[config.mk]
export PLATFORM = sky130hd
export DESIGN_NAME = aoi_gate_exerciser
export DESIGN_NICKNAME = d
export VERILOG_FILES = /design/src/rtl/aoi_gate_exerciser_pkg.sv /design/src/rtl/aoi_gate_exerciser_golden.sv /design/src/rtl/aoi_gate_exerciser.sv
export SDC_FILE = /design/constraint.sdc
export NUM_CORES = 1
export LEC_CHECK = 0
export CORE_ASPECT_RATIO = 0.8
export CORE_MARGIN = 4
export CORE_UTILIZATION = 50
export CTS_CLUSTER_SIZE = 12
export DETAILED_ROUTE_END_ITERATION = 10
export PLACE_DENSITY = 0.85
export SYNTH_ARGS = -nofsm -noshare
export SYNTH_HDL_FRONTEND = slang
export SYNTH_SLANG_ARGS = --single-unit
[constraint.sdc]
create_clock -name clk -period 2.87 [get_ports clk]
set_input_delay 0.287 -clock clk [delete_from_list [all_inputs] [get_ports clk]]
set_output_delay 0.287 -clock clk [all_outputs]
set_load 0.02 [all_outputs]
[src/rtl/aoi_gate_exerciser_pkg.sv]
// ============================================================================
// Module      : aoi_test_pkg
// Description : Shared state encoding, sweep constants and the AOI golden
//               function for the AOI gate exerciser.
// Revision    : 1.0 - initial release
// ============================================================================
`default_nettype none

package aoi_test_pkg;

    typedef enum logic [2:0] {
        IDLE   = 3'd0,
        DRIVE  = 3'd1,
        SETTLE = 3'd2,
        CHECK  = 3'd3,
        DONE   = 3'd4
    } aoi_state_e;

    localparam int         NUM_VECTORS = 16;
    localparam logic [3:0] LAST_VEC    = 4'hF;

    // Vector bit order is {a,b,c,d}; result order is {e,f,g}.
    function automatic logic [2:0] aoi_golden(input logic [3:0] v);
        logic e;
        logic f;
        e = v[3] & v[2];
        f = v[1] & v[0];
        return {e, f, ~(e | f)};
    endfunction

endpackage

`default_nettype wire

[src/rtl/aoi_gate_exerciser_golden.sv]
// ============================================================================
// Module      : aoi_golden_model
// Description : Combinational expected-response generator for one vector.
// Revision    : 1.0 - initial release
// ============================================================================
`default_nettype none

module aoi_golden_model
    import aoi_test_pkg::*;
(
    input  logic [3:0] vec_i,
    output logic [2:0] efg_o
);

    assign efg_o = aoi_golden(vec_i);

endmodule

`default_nettype wire

[src/rtl/aoi_gate_exerciser.sv]
// ============================================================================
// Module      : aoi_gate_exerciser
// Description : Sweeps all 16 input vectors into an external AOI gate,
//               checks each response and reports errors and pass/fail.
// Revision    : 1.0 - initial release
// ============================================================================
`default_nettype none

module aoi_gate_exerciser
    import aoi_test_pkg::*;
#(
    parameter int SETTLE_CYCLES = 2,
    parameter int ERR_W         = 5
) (
    input  logic             clk,
    input  logic             rst_n,
    input  logic             start_i,
    input  logic             abort_i,
    output logic             a_o,
    output logic             b_o,
    output logic             c_o,
    output logic             d_o,
    input  logic             e_in_i,
    input  logic             f_in_i,
    input  logic             g_in_i,
    output logic             busy_o,
    output logic             done_o,
    output logic             pass_o,
    output logic [ERR_W-1:0] err_count_o,
    output logic [3:0]       first_err_vec_o,
    output logic             first_err_valid_o
);

    localparam int                CNT_W         = (SETTLE_CYCLES > 1) ? $clog2(SETTLE_CYCLES) : 1;
    localparam logic [CNT_W-1:0]  C_SETTLE_LOAD = CNT_W'((SETTLE_CYCLES > 0) ? SETTLE_CYCLES - 1 : 0);
    localparam logic [ERR_W-1:0]  C_ERR_MAX     = {ERR_W{1'b1}};

    aoi_state_e       state_q, state_d;
    logic [3:0]       vec_idx_q, vec_idx_d;
    logic [3:0]       abcd_q, abcd_d;
    logic [CNT_W-1:0] settle_q, settle_d;
    logic [ERR_W-1:0] err_q, err_d;
    logic [3:0]       fev_q, fev_d;
    logic             fv_q, fv_d;
    logic             pass_q, pass_d;

    logic [2:0]       w_golden;
    logic             w_mismatch;
    logic [ERR_W-1:0] w_err_inc;

    aoi_golden_model u_golden (
        .vec_i (vec_idx_q),
        .efg_o (w_golden)
    );

    assign w_mismatch = ({e_in_i, f_in_i, g_in_i} != w_golden);
    assign w_err_inc  = (err_q == C_ERR_MAX) ? err_q : err_q + ERR_W'(1);

    always_ff @(posedge clk or negedge rst_n) begin
        if (!rst_n) begin
            state_q   <= IDLE;
            vec_idx_q <= 4'd0;
            abcd_q    <= 4'd0;
            settle_q  <= '0;
            err_q     <= '0;
            fev_q     <= 4'd0;
            fv_q      <= 1'b0;
            pass_q    <= 1'b0;
        end else begin
            state_q   <= state_d;
            vec_idx_q <= vec_idx_d;
            abcd_q    <= abcd_d;
            settle_q  <= settle_d;
            err_q     <= err_d;
            fev_q     <= fev_d;
            fv_q      <= fv_d;
            pass_q    <= pass_d;
        end
    end

    always_comb begin
        state_d   = state_q;
        vec_idx_d = vec_idx_q;
        abcd_d    = abcd_q;
        settle_d  = settle_q;
        err_d     = err_q;
        fev_d     = fev_q;
        fv_d      = fv_q;
        pass_d    = pass_q;

        // Abort freezes all results and only forces the state back to IDLE.
        if (abort_i) begin
            state_d = IDLE;
        end else begin
            case (state_q)
                IDLE: begin
                    if (start_i) begin
                        state_d   = DRIVE;
                        vec_idx_d = 4'd0;
                        err_d     = '0;
                        fv_d      = 1'b0;
                    end
                end
                DRIVE: begin
                    abcd_d   = vec_idx_q;
                    settle_d = C_SETTLE_LOAD;
                    state_d  = (SETTLE_CYCLES > 0) ? SETTLE : CHECK;
                end
                SETTLE: begin
                    if (settle_q == '0) begin
                        state_d = CHECK;
                    end else begin
                        settle_d = settle_q - CNT_W'(1);
                    end
                end
                CHECK: begin
                    if (w_mismatch) begin
                        err_d = w_err_inc;
                        if (!fv_q) begin
                            fev_d = vec_idx_q;
                            fv_d  = 1'b1;
                        end
                    end
                    if (vec_idx_q == LAST_VEC) begin
                        state_d = DONE;
                        pass_d  = (err_d == '0);
                    end else begin
                        vec_idx_d = vec_idx_q + 4'd1;
                        state_d   = DRIVE;
                    end
                end
                DONE: begin
                    state_d = IDLE;
                end
                default: begin
                    state_d = IDLE;
                end
            endcase
        end
    end

    assign {a_o, b_o, c_o, d_o} = abcd_q;
    assign busy_o               = (state_q == DRIVE) || (state_q == SETTLE) || (state_q == CHECK);
    assign done_o               = (state_q == DONE);
    assign pass_o               = pass_q;
    assign err_count_o          = err_q;
    assign first_err_vec_o      = fev_q;
    assign first_err_valid_o    = fv_q;

endmodule

`default_nettype wire

* Yosys cells after proc, flatten, opt, wreduce, memory -nomap -nowiden *
Cells that the tools add are included.

word-level totals
  logic and storage cells = 62
  bits in registers = 23
  output and inout bits = 17
  input bits = 7

operators by class
  reductions and logical operators = 14
  bitwise operators = 6
  equality and inequality tests = 12
  muxes and demuxes = 19
  $add $sub $neg = 3

operators by type and width
  kind                 count
  $mux 5               5
  $mux 3               4
  $pmux 3 s4           1
  $reduce_and 4->1     3
  $pmux 5 s2           1
  $mux 4               2
  $pmux 4 s2           1
  $eq 3x2->1 const B   2
  $ne 2x2->1 const B   3
  $ne 3x3->1 const B   2
  $reduce_and 2->1     3
  $reduce_and 3->1     2
  $add 5x1->5 const B  1
  $eq 5x5->1 const B   1
  $logic_not 5->1      1
  $add 4x1->4 const B  1
  $eq 4x4->1 const B   1
  $pmux 1 s2           2
  $reduce_bool 2->1    2
  $eq 3x1->1 const B   1
  $eq 3x3->1 const B   1
  $logic_not 3->1      1
  $mux 1               3
  $ne 3x3->1           1
  5 further kinds      9

* Logic depth before layout (Yosys ltp) *
Gate-level depths: netlist of the first run.

  depth after elaboration = 8
  depth in mapped cells = 6
  depth with buffers taken out = 6

* Cells and area by module *
Synthesis of the first run repeated with hierarchy kept, for this count alone.

second synthesis, totals
  cells, all modules = 120
  area total of the unflattened synthesis = 1282.5 um^2

modules (own cells, without submodules)
  module              area each (um^2)  sequential area each (um^2)  cells an instance  instances
  aoi_gate_exerciser  1257.5            575.6                        117                1
  aoi_golden_model    25.0              0.0                          3                  1

* Worst setup path after synthesis of the first run *
No wires, ideal clock.

  kind = reg-to-reg
  start point = reg vec_idx_q[0]
  end point = reg pass_q (netlist: pass_o)
  period minus slack after synthesis = 2.132 ns
  data arrival time = 2.021 ns
  required time = 2.760 ns
  path buffers = 0
  cell stages (with the launch flop) = 7
  setup slack = 0.738 ns
  setup time = 0.110 ns
  path through = dfrtp_1 -> ha_1 -> or3b_1 -> o32a_1 -> o211ai_1 -> mux2_1 -> o41ai_1

on the way
  word-level cells in the longest chain between the ends = 8
  elaborated cells on any way between the ends = 10
  those cells by class = eq/ne (2); mux (3); bitwise (3); reduce/logical (2)

ends and longest elaborated chain
  element                   RTL line                      RTL
  start: declaration        aoi_gate_exerciser.sv:39      logic [3:0] vec_idx_q, vec_idx_d;
  start signal: assignment  aoi_gate_exerciser.sv:71      vec_idx_q <= vec_idx_d;
  $and 1x1->1               aoi_gate_exerciser_pkg.sv:27  f = v[1] & v[0];
  $or 1x1->1                aoi_gate_exerciser_pkg.sv:28  return {e, f, ~(e | f)};
  $not 1->1                 aoi_gate_exerciser_pkg.sv:28
  $ne 3x3->1                aoi_gate_exerciser.sv:56      assign w_mismatch = ({e_in_i, f_in_i, g_in_i} != w_golden);
  $mux 5                    aoi_gate_exerciser.sv:117     if (w_mismatch) begin
  $mux 5                    aoi_gate_exerciser.sv:95      case (state_q)
  $mux 5                    aoi_gate_exerciser.sv:92      if (abort_i) begin
  $logic_not 5->1           aoi_gate_exerciser.sv:126     pass_d = (err_d == '0);
  end signal: assignment    aoi_gate_exerciser.sv:77      pass_q <= pass_d;
  end: declaration          aoi_gate_exerciser.sv:45      logic pass_q, pass_d;

Several ways; a longest one is shown, not always the timed one. The select of a mux whose other input is x is not followed.
A chain may end at the register's enable or synchronous reset.

* Worst setup path after layout of the first run *
Same ends and word-level chain as after synthesis.

==> flow_metrics.env, run 1 <==
export IMPL_status="complete, no violations"
export IMPL_p_seq_share_pct=55.4
export IMPL_core_area_sq_um=2250
export IMPL_n_antenna_cell=0
export IMPL_clock_latency_ns=0.31
export IMPL_clock_sinks=23
export IMPL_cts_buffer_depth=2
export IMPL_post_route_worst_setup_slack_ns=0.515
export IMPL_cts_root_buf="clkbuf_4"
export IMPL_drt_pass1_iter_count=4
export IMPL_dpl_instance_area_sq_um=1460
export IMPL_combinationalPowerShare_pct=22.9
export IMPL_worst_path_max_fanout=6
export IMPL_die_h_microns=52.3
export IMPL_worstHoldPathType="in -> async"
export IMPL_synth_edf_count=0
export IMPL_die_w_microns=63.4
export IMPL_p_clk_share_pct=21.6
export IMPL_cts_tree="yes"
export IMPL_rsz0062_at_grt="no"
export IMPL_cts_clk_slew_worst_paths_ns=0.13
export IMPL_cp_arrival_ns=2.56
export IMPL_hold_viol_final=0
export IMPL_cts_htree_levels=1
export IMPL_p_leak_nw=0.676
export IMPL_maxClockFrequency_ghz=0.425
export IMPL_area_delta_synth_final_pct=20.8
export IMPL_postCtsSetupBuffers=0
export IMPL_path_cells="ha_1 -> or3b_1 -> o32a_1 -> o211ai_1 -> mux2_1 -> o41ai_1"
export IMPL_grt_pass1_wl_mm=4.17
export IMPL_syn_avg_cell_area_sq_um=10.2
export IMPL_totalPowerFinal_mw=0.684
export IMPL_initial_core_util_pct=54.5
export IMPL_required_ns=3.08
export IMPL_final_setup_tns_ns=0
export IMPL_wl_met2_mm=1.09
export IMPL_topRoutingLayerUsed="met4"
export IMPL_rows=15
export IMPL_power_switching_mw=0.204
export IMPL_path_class="reg -> reg"
export IMPL_drtIter0Drc=32
export IMPL_synth_nets=129
export IMPL_syn_instance_count=120
export IMPL_hold_buffers=0
export IMPL_nets=152
export IMPL_design_area_sq_um=1480
export IMPL_p_per_area_nw_per_um2=461
export IMPL_antenna_found_initial=0
export IMPL_grt_usage_pct=16.1
export IMPL_drt_wl_total_mm=2.37
export IMPL_slew_headroom_pct=34.5
export IMPL_boundaryPins=24
export IMPL_max_slew_worst_pin_slew_ns=0.979
export IMPL_finalClockSkew_ns=0.00951
export IMPL_drc_errors=0
export IMPL_fin_util_pct=65.8
export IMPL_place_ws_ns=0.471
export IMPL_swShare_pct=29.8
export IMPL_io_buffers=23
export IMPL_min_period_ns=2.36
export IMPL_met1_length_mm=1.08
export IMPL_viasPerCell=5.88
export IMPL_grt_pass1_vias=916
export IMPL_dr_total_vias=982
export IMPL_gp_congestion=0.812
export IMPL_finalCritPeriodShare_pct=82.1
export IMPL_grt_max_degree=24
export IMPL_ir_worst_vdd_v=0.000330
export IMPL_ys_async_sr_fraction_pct=100
export IMPL_synth_area_sq_um=1230
export IMPL_crit_path_end_kind="flop"
export IMPL_drv_slew=0
export IMPL_cp_slowest_cell="dfrtp_1"
export IMPL_die_area_sq_um=3320
export IMPL_setup_viol=0
export IMPL_overflow=0
export IMPL_layout_drive_gt1_share_pct=11.3
export IMPL_hold_ws_ns=0.498
export IMPL_slowest_delay_ns=0.46
export IMPL_dpl_hpwl_mm=1.82
export IMPL_yosysWarnings=0
export IMPL_wl_met3_microns=190
export IMPL_cts_resized=0
export IMPL_ant_nets=0
export IMPL_synth_seq_cells=23
export IMPL_synth_main_ff_cell="dfrtp_1"
export IMPL_p_int_mw=0.480
export IMPL_place_inst=163
export IMPL_crit_path_start_kind="flop"
export IMPL_max_cap_violations=0
export IMPL_mostFrequentLayoutCells="dfrtp_1 (23), clkdlybuf4s50_1 (23), nor2_1 (14), nand2_1 (13), a21oi_1 (8)"
export IMPL_final_cells=167
export IMPL_wl_per_cell_microns=14.2
export IMPL_seq_area_frac_synth_pct=46.9
export IMPL_yosysUniqueCellTypes=41
export IMPL_numCtsBuffers=3
==> worst paths after layout <==
kind                                   start                  to  slack [ns]  cells past startpoint
worst min register to register     abcd_q[1]           abcd_q[1]        0.52                      1
min in group clk                   abcd_q[1]           abcd_q[1]        0.52                      1
worst max-delay path            vec_idx_q[0]              pass_o        0.51                      6
worst min-delay path                   rst_n  first_err_vec_o[2]        0.50                      1
max in group asynchronous              rst_n          state_q[0]        1.77                      1
worst max register to register  vec_idx_q[0]              pass_o        0.51                      6
==> sequential cells by signal (all words and copies together) (netlist names) <==
signal             count
abcd_q                 4
err_count_o            5
first_err_valid_o      1
first_err_vec_o        4
pass_o                 1
settle_q               1
state_q                3
vec_idx_q              4
==> kinds of logic (layout without fill, tap and decap cells) <==
family                     after synthesis  count (layout)  share of synthesized area (%)
and+or+nand+nor                         47              47                           19.9
xor gates and xnor gates                 1               1                          0.714
muxes                                   12              12                           11.9
AOI/OAI and AO/OA                       26              26                           14.6
buffers and inverters                    9              31                           3.97
DFF                                     23              23                           46.9
adders and majority gates                2               2                           2.04
==> cell usage after synthesis (2+ instances only) <==
library cell / n / area, sq um
inv_1: 4 / 15.0
nand3_1: 3 / 15.0
o21ai_0: 3 / 15.0
dfrtp_1: 23 / 576
o211ai_1: 2 / 15.0
a21oi_1: 8 / 40.0
nor2_1: 14 / 52.6
clkbuf_1: 3 / 11.3
a31oi_1: 3 / 18.8
ha_1: 2 / 25.0
nand2_1: 13 / 48.8
buf_6: 2 / 22.5
mux2i_1: 3 / 30.0
mux2_2: 4 / 45.0
or3b_1: 2 / 17.5
mux2_4: 4 / 60.1
and3_1: 3 / 18.8
==> layer usage <==
layer	vias to the layer above	track usage (%)
met3	2	6.01
met5	-	0
met2	37	25.6
met4	0	1.08
met1	465	21.8
li1	478	-
==> power groups by stage <==
| stage | clock, mW | combinational [mW] | sequential, mW |
|---|---|---|---|
| floorplan | 0 | 0.0843 | 0.391 |
| global placement | 0 | 0.155 | 0.383 |
| detailed placement | 0 | 0.159 | 0.385 |
| CTS | 0.151 | 0.159 | 0.379 |
| global route | 0.170 | 0.175 | 0.386 |
| finish | 0.148 | 0.157 | 0.379 |
==> cell type report <==
| cell class | instances | area [sq um] |
|---|---|---|
| timing repair buffer | 23 | 230 |
| inverter | 4 | 15.0 |
| clock inverter | 1 | 5.00 |
| fill | 195 | 769 |
| sequential | 23 | 576 |
| clock buffer | 3 | 22.5 |
| tap | 25 | 31.3 |
| multi-input combinational | 88 | 603 |
==> critical path: cells and delay by family, from the launching register on <==
family / cells / cell delay [ns]
and+or+nand+nor: 1 / 0.39
adders and majority gates: 1 / 0.28
AOI/OAI and AO/OA: 3 / 0.75
muxes: 1 / 0.37
DFF: 1 / 0.46
Note: power is estimated with default switching activity, not from simulation.
==> inputs of run 2 (changes only) <==
- CORE_UTILIZATION: 50 -> 45
- PLACE_DENSITY: 0.85 -> 0.81
- clock period: 2.87 -> 2 ns (I/O delays scaled with it)
==> flow_metrics.env, run 2 (synthesized netlist as in run 1, its figures left out) <==
export IMPL_status="complete, but fails checks"
export IMPL_violations="setup timing"
export IMPL_met3_usage_pct=4.52
export IMPL_grt_pass1_vias=1018
export IMPL_grt_usage_pct=17.0
export IMPL_mostFrequentLayoutCells="clkdlybuf4s50_1 (23), dfrtp_1 (22), nor2_1 (14), nand2_1 (13), buf_4 (13)"
export IMPL_hold_ws_ns=0.204
export IMPL_cts_root_buf="clkbuf_4"
export IMPL_maxClockFrequency_ghz=0.494
export IMPL_layout_drive_gt1_share_pct=20.6
export IMPL_worstHoldPathType="in -> async"
export IMPL_p_leak_nw=0.743
export IMPL_fin_util_pct=64.1
export IMPL_gp_congestion=0.828
export IMPL_use_met2_pct=28.8
export IMPL_crit_cells=6
export IMPL_totalPowerFinal_mw=1.03
export IMPL_ff2ff_setup_slack_ns=-0.03
export IMPL_min_period_ns=2.03
export IMPL_hold_buffers=0
export IMPL_top_usage_layer="met2"
export IMPL_design_area_sq_um=1620
export IMPL_drt_wl_total_mm=2.90
export IMPL_max_slew_worst_pin_slew_ns=0.300
export IMPL_largest_reg_flops=5
export IMPL_required_ns=2.24
export IMPL_p_per_area_nw_per_um2=635
export IMPL_finalCritPeriodShare_pct=101
export IMPL_numCtsBuffers=3
export IMPL_overflow=0
export IMPL_slew_headroom_pct=80.0
export IMPL_cts_buffer_depth=2
export IMPL_worst_path_max_fanout=5
export IMPL_wl_per_cell_microns=15.2
export IMPL_finalClockSkew_ns=0.0154
export IMPL_final_common_cell="clkdlybuf4s50_1"
export IMPL_dpl_instance_area_sq_um=1550
export IMPL_final_cells=191
export IMPL_rows=16
export IMPL_cp_arrival_ns=2.27
export IMPL_grt_max_degree=24
export IMPL_slowest_delay_ns=0.44
export IMPL_ant_nets=0
export IMPL_ir_worst_vdd_v=0.000464
export IMPL_place_inst=185
export IMPL_clock_sinks=23
export IMPL_critPathCapture="pass_o"
export IMPL_antenna_found_initial=0
export IMPL_reg2reg_from="vec_idx_q[1]"
export IMPL_drtIter0Drc=52
export IMPL_crit_path_start_kind="flop"
export IMPL_core_area_sq_um=2520
export IMPL_max_cap_violations=0
export IMPL_crit_path_end_kind="flop"
export IMPL_setup_viol=2
export IMPL_r2r_worst_path_cells=6
export IMPL_cts_tree="yes"
export IMPL_dpl_hpwl_mm=2.08
export IMPL_r2r_end="pass_o"
export IMPL_final_setup_tns_ns=-0.0374
export IMPL_dr_total_vias=1051
export IMPL_critPathTopFamily="compound AO/OA/AOI/OAI gates"
export IMPL_die_h_microns=54.7
export IMPL_clock_latency_ns=0.33
export IMPL_cts_htree_levels=1
export IMPL_cp_num_buf_inv=0
export IMPL_grt_use_met1_pct=22.5
export IMPL_drc_errors=0
export IMPL_die_area_sq_um=3630
export IMPL_drv_slew=0
export IMPL_viasPerCell=5.50
export IMPL_boundaryPins=24
export IMPL_n_antenna_cell=0
export IMPL_post_route_worst_setup_slack_ns=-0.0260
export IMPL_path_class="reg -> reg"
export IMPL_drt_pass1_iter_count=4
export IMPL_hold_viol_final=0
export IMPL_initial_core_util_pct=48.7
export IMPL_io_buffers=23
export IMPL_area_delta_synth_final_pct=31.8
export IMPL_nets=165
export IMPL_die_w_microns=66.4
export IMPL_rsz0062_at_grt="yes"
export IMPL_cts_clk_slew_worst_paths_ns=0.14
export IMPL_place_ws_ns=-0.187
export IMPL_grt_pass1_wl_mm=4.64
export IMPL_cp_slowest_cell="dfrtp_1"
export IMPL_crit_path_start="vec_idx_q[1]"
export IMPL_path_cells="ha_4 -> or3b_1 -> o32a_1 -> o211ai_1 -> mux2_4 -> o41ai_2"
-- run 2: cell types whose count changed in the layout (fill, tap and decap cells not counted) --
cell / previous run / this run
buf_4: 0 / 13
o41ai_1: 1 / 0
clkinv_2: 1 / 0
mux2_1: 1 / 0
mux2_4: 4 / 5
ha_4: 0 / 1
ha_1: 2 / 1
o41ai_2: 0 / 1
clkbuf_1: 0 / 1
dfrtp_2: 0 / 1
dfrtp_1: 23 / 22
-- run 2: timing repair --
action,4_1_cts,5_1_grt
resized for setup,3,2
endpoints found under the setup margin,6,7
hold endpoints to repair,0,0
pin swaps,1,1
setup buffers,1,1
-- run 2: layout make-up --
cell class                      count  area, sq um
Clock buffer                        4         26.3
Sequential cell                    23          577
Tap cell                           36         45.0
Fill cell                         217          905
Timing Repair Buffer               36          328
Multi-Input combinational cell     88          627
Inverter                            4         15.0
-- run 2: power breakdown --
part	internal (mW)	total, mW	switching, mW
Combinational	0.129	0.256	0.128
Clock	0.0783	0.227	0.149
Sequential	0.502	0.544	0.0413
Total	0.709	1.03	0.317
-- run 2: worst min path at each step --
stage	depth (start not counted)	slack (ns)	to
finish	2	0.20	pass_o
global placement	1	0.49	abcd_q[2]
CTS	2	0.24	pass_o
detailed placement	2	0.49	pass_o
global route	2	0.24	err_count_o[0]
floorplan	0	-0.1	abcd_q[0]
-- run 2: worst register-to-register path: stages, from the launching register on --
cell      delay (ns)
dfrtp_1         0.44
ha_4            0.20
or3b_1          0.34
o32a_1          0.20
o211ai_1        0.24
mux2_4          0.34
o41ai_2         0.20
-- run 2: metal layers --
metal  part of all wire, %  wire length [microns]  vias to the layer above
li1                      -                      -                      496
met1                    45                   1290                      520
met2                    49                   1410                       33
met3                   6.1                    177                        2
met4                  0.45                     13                        0
met5                     0                      0                        -
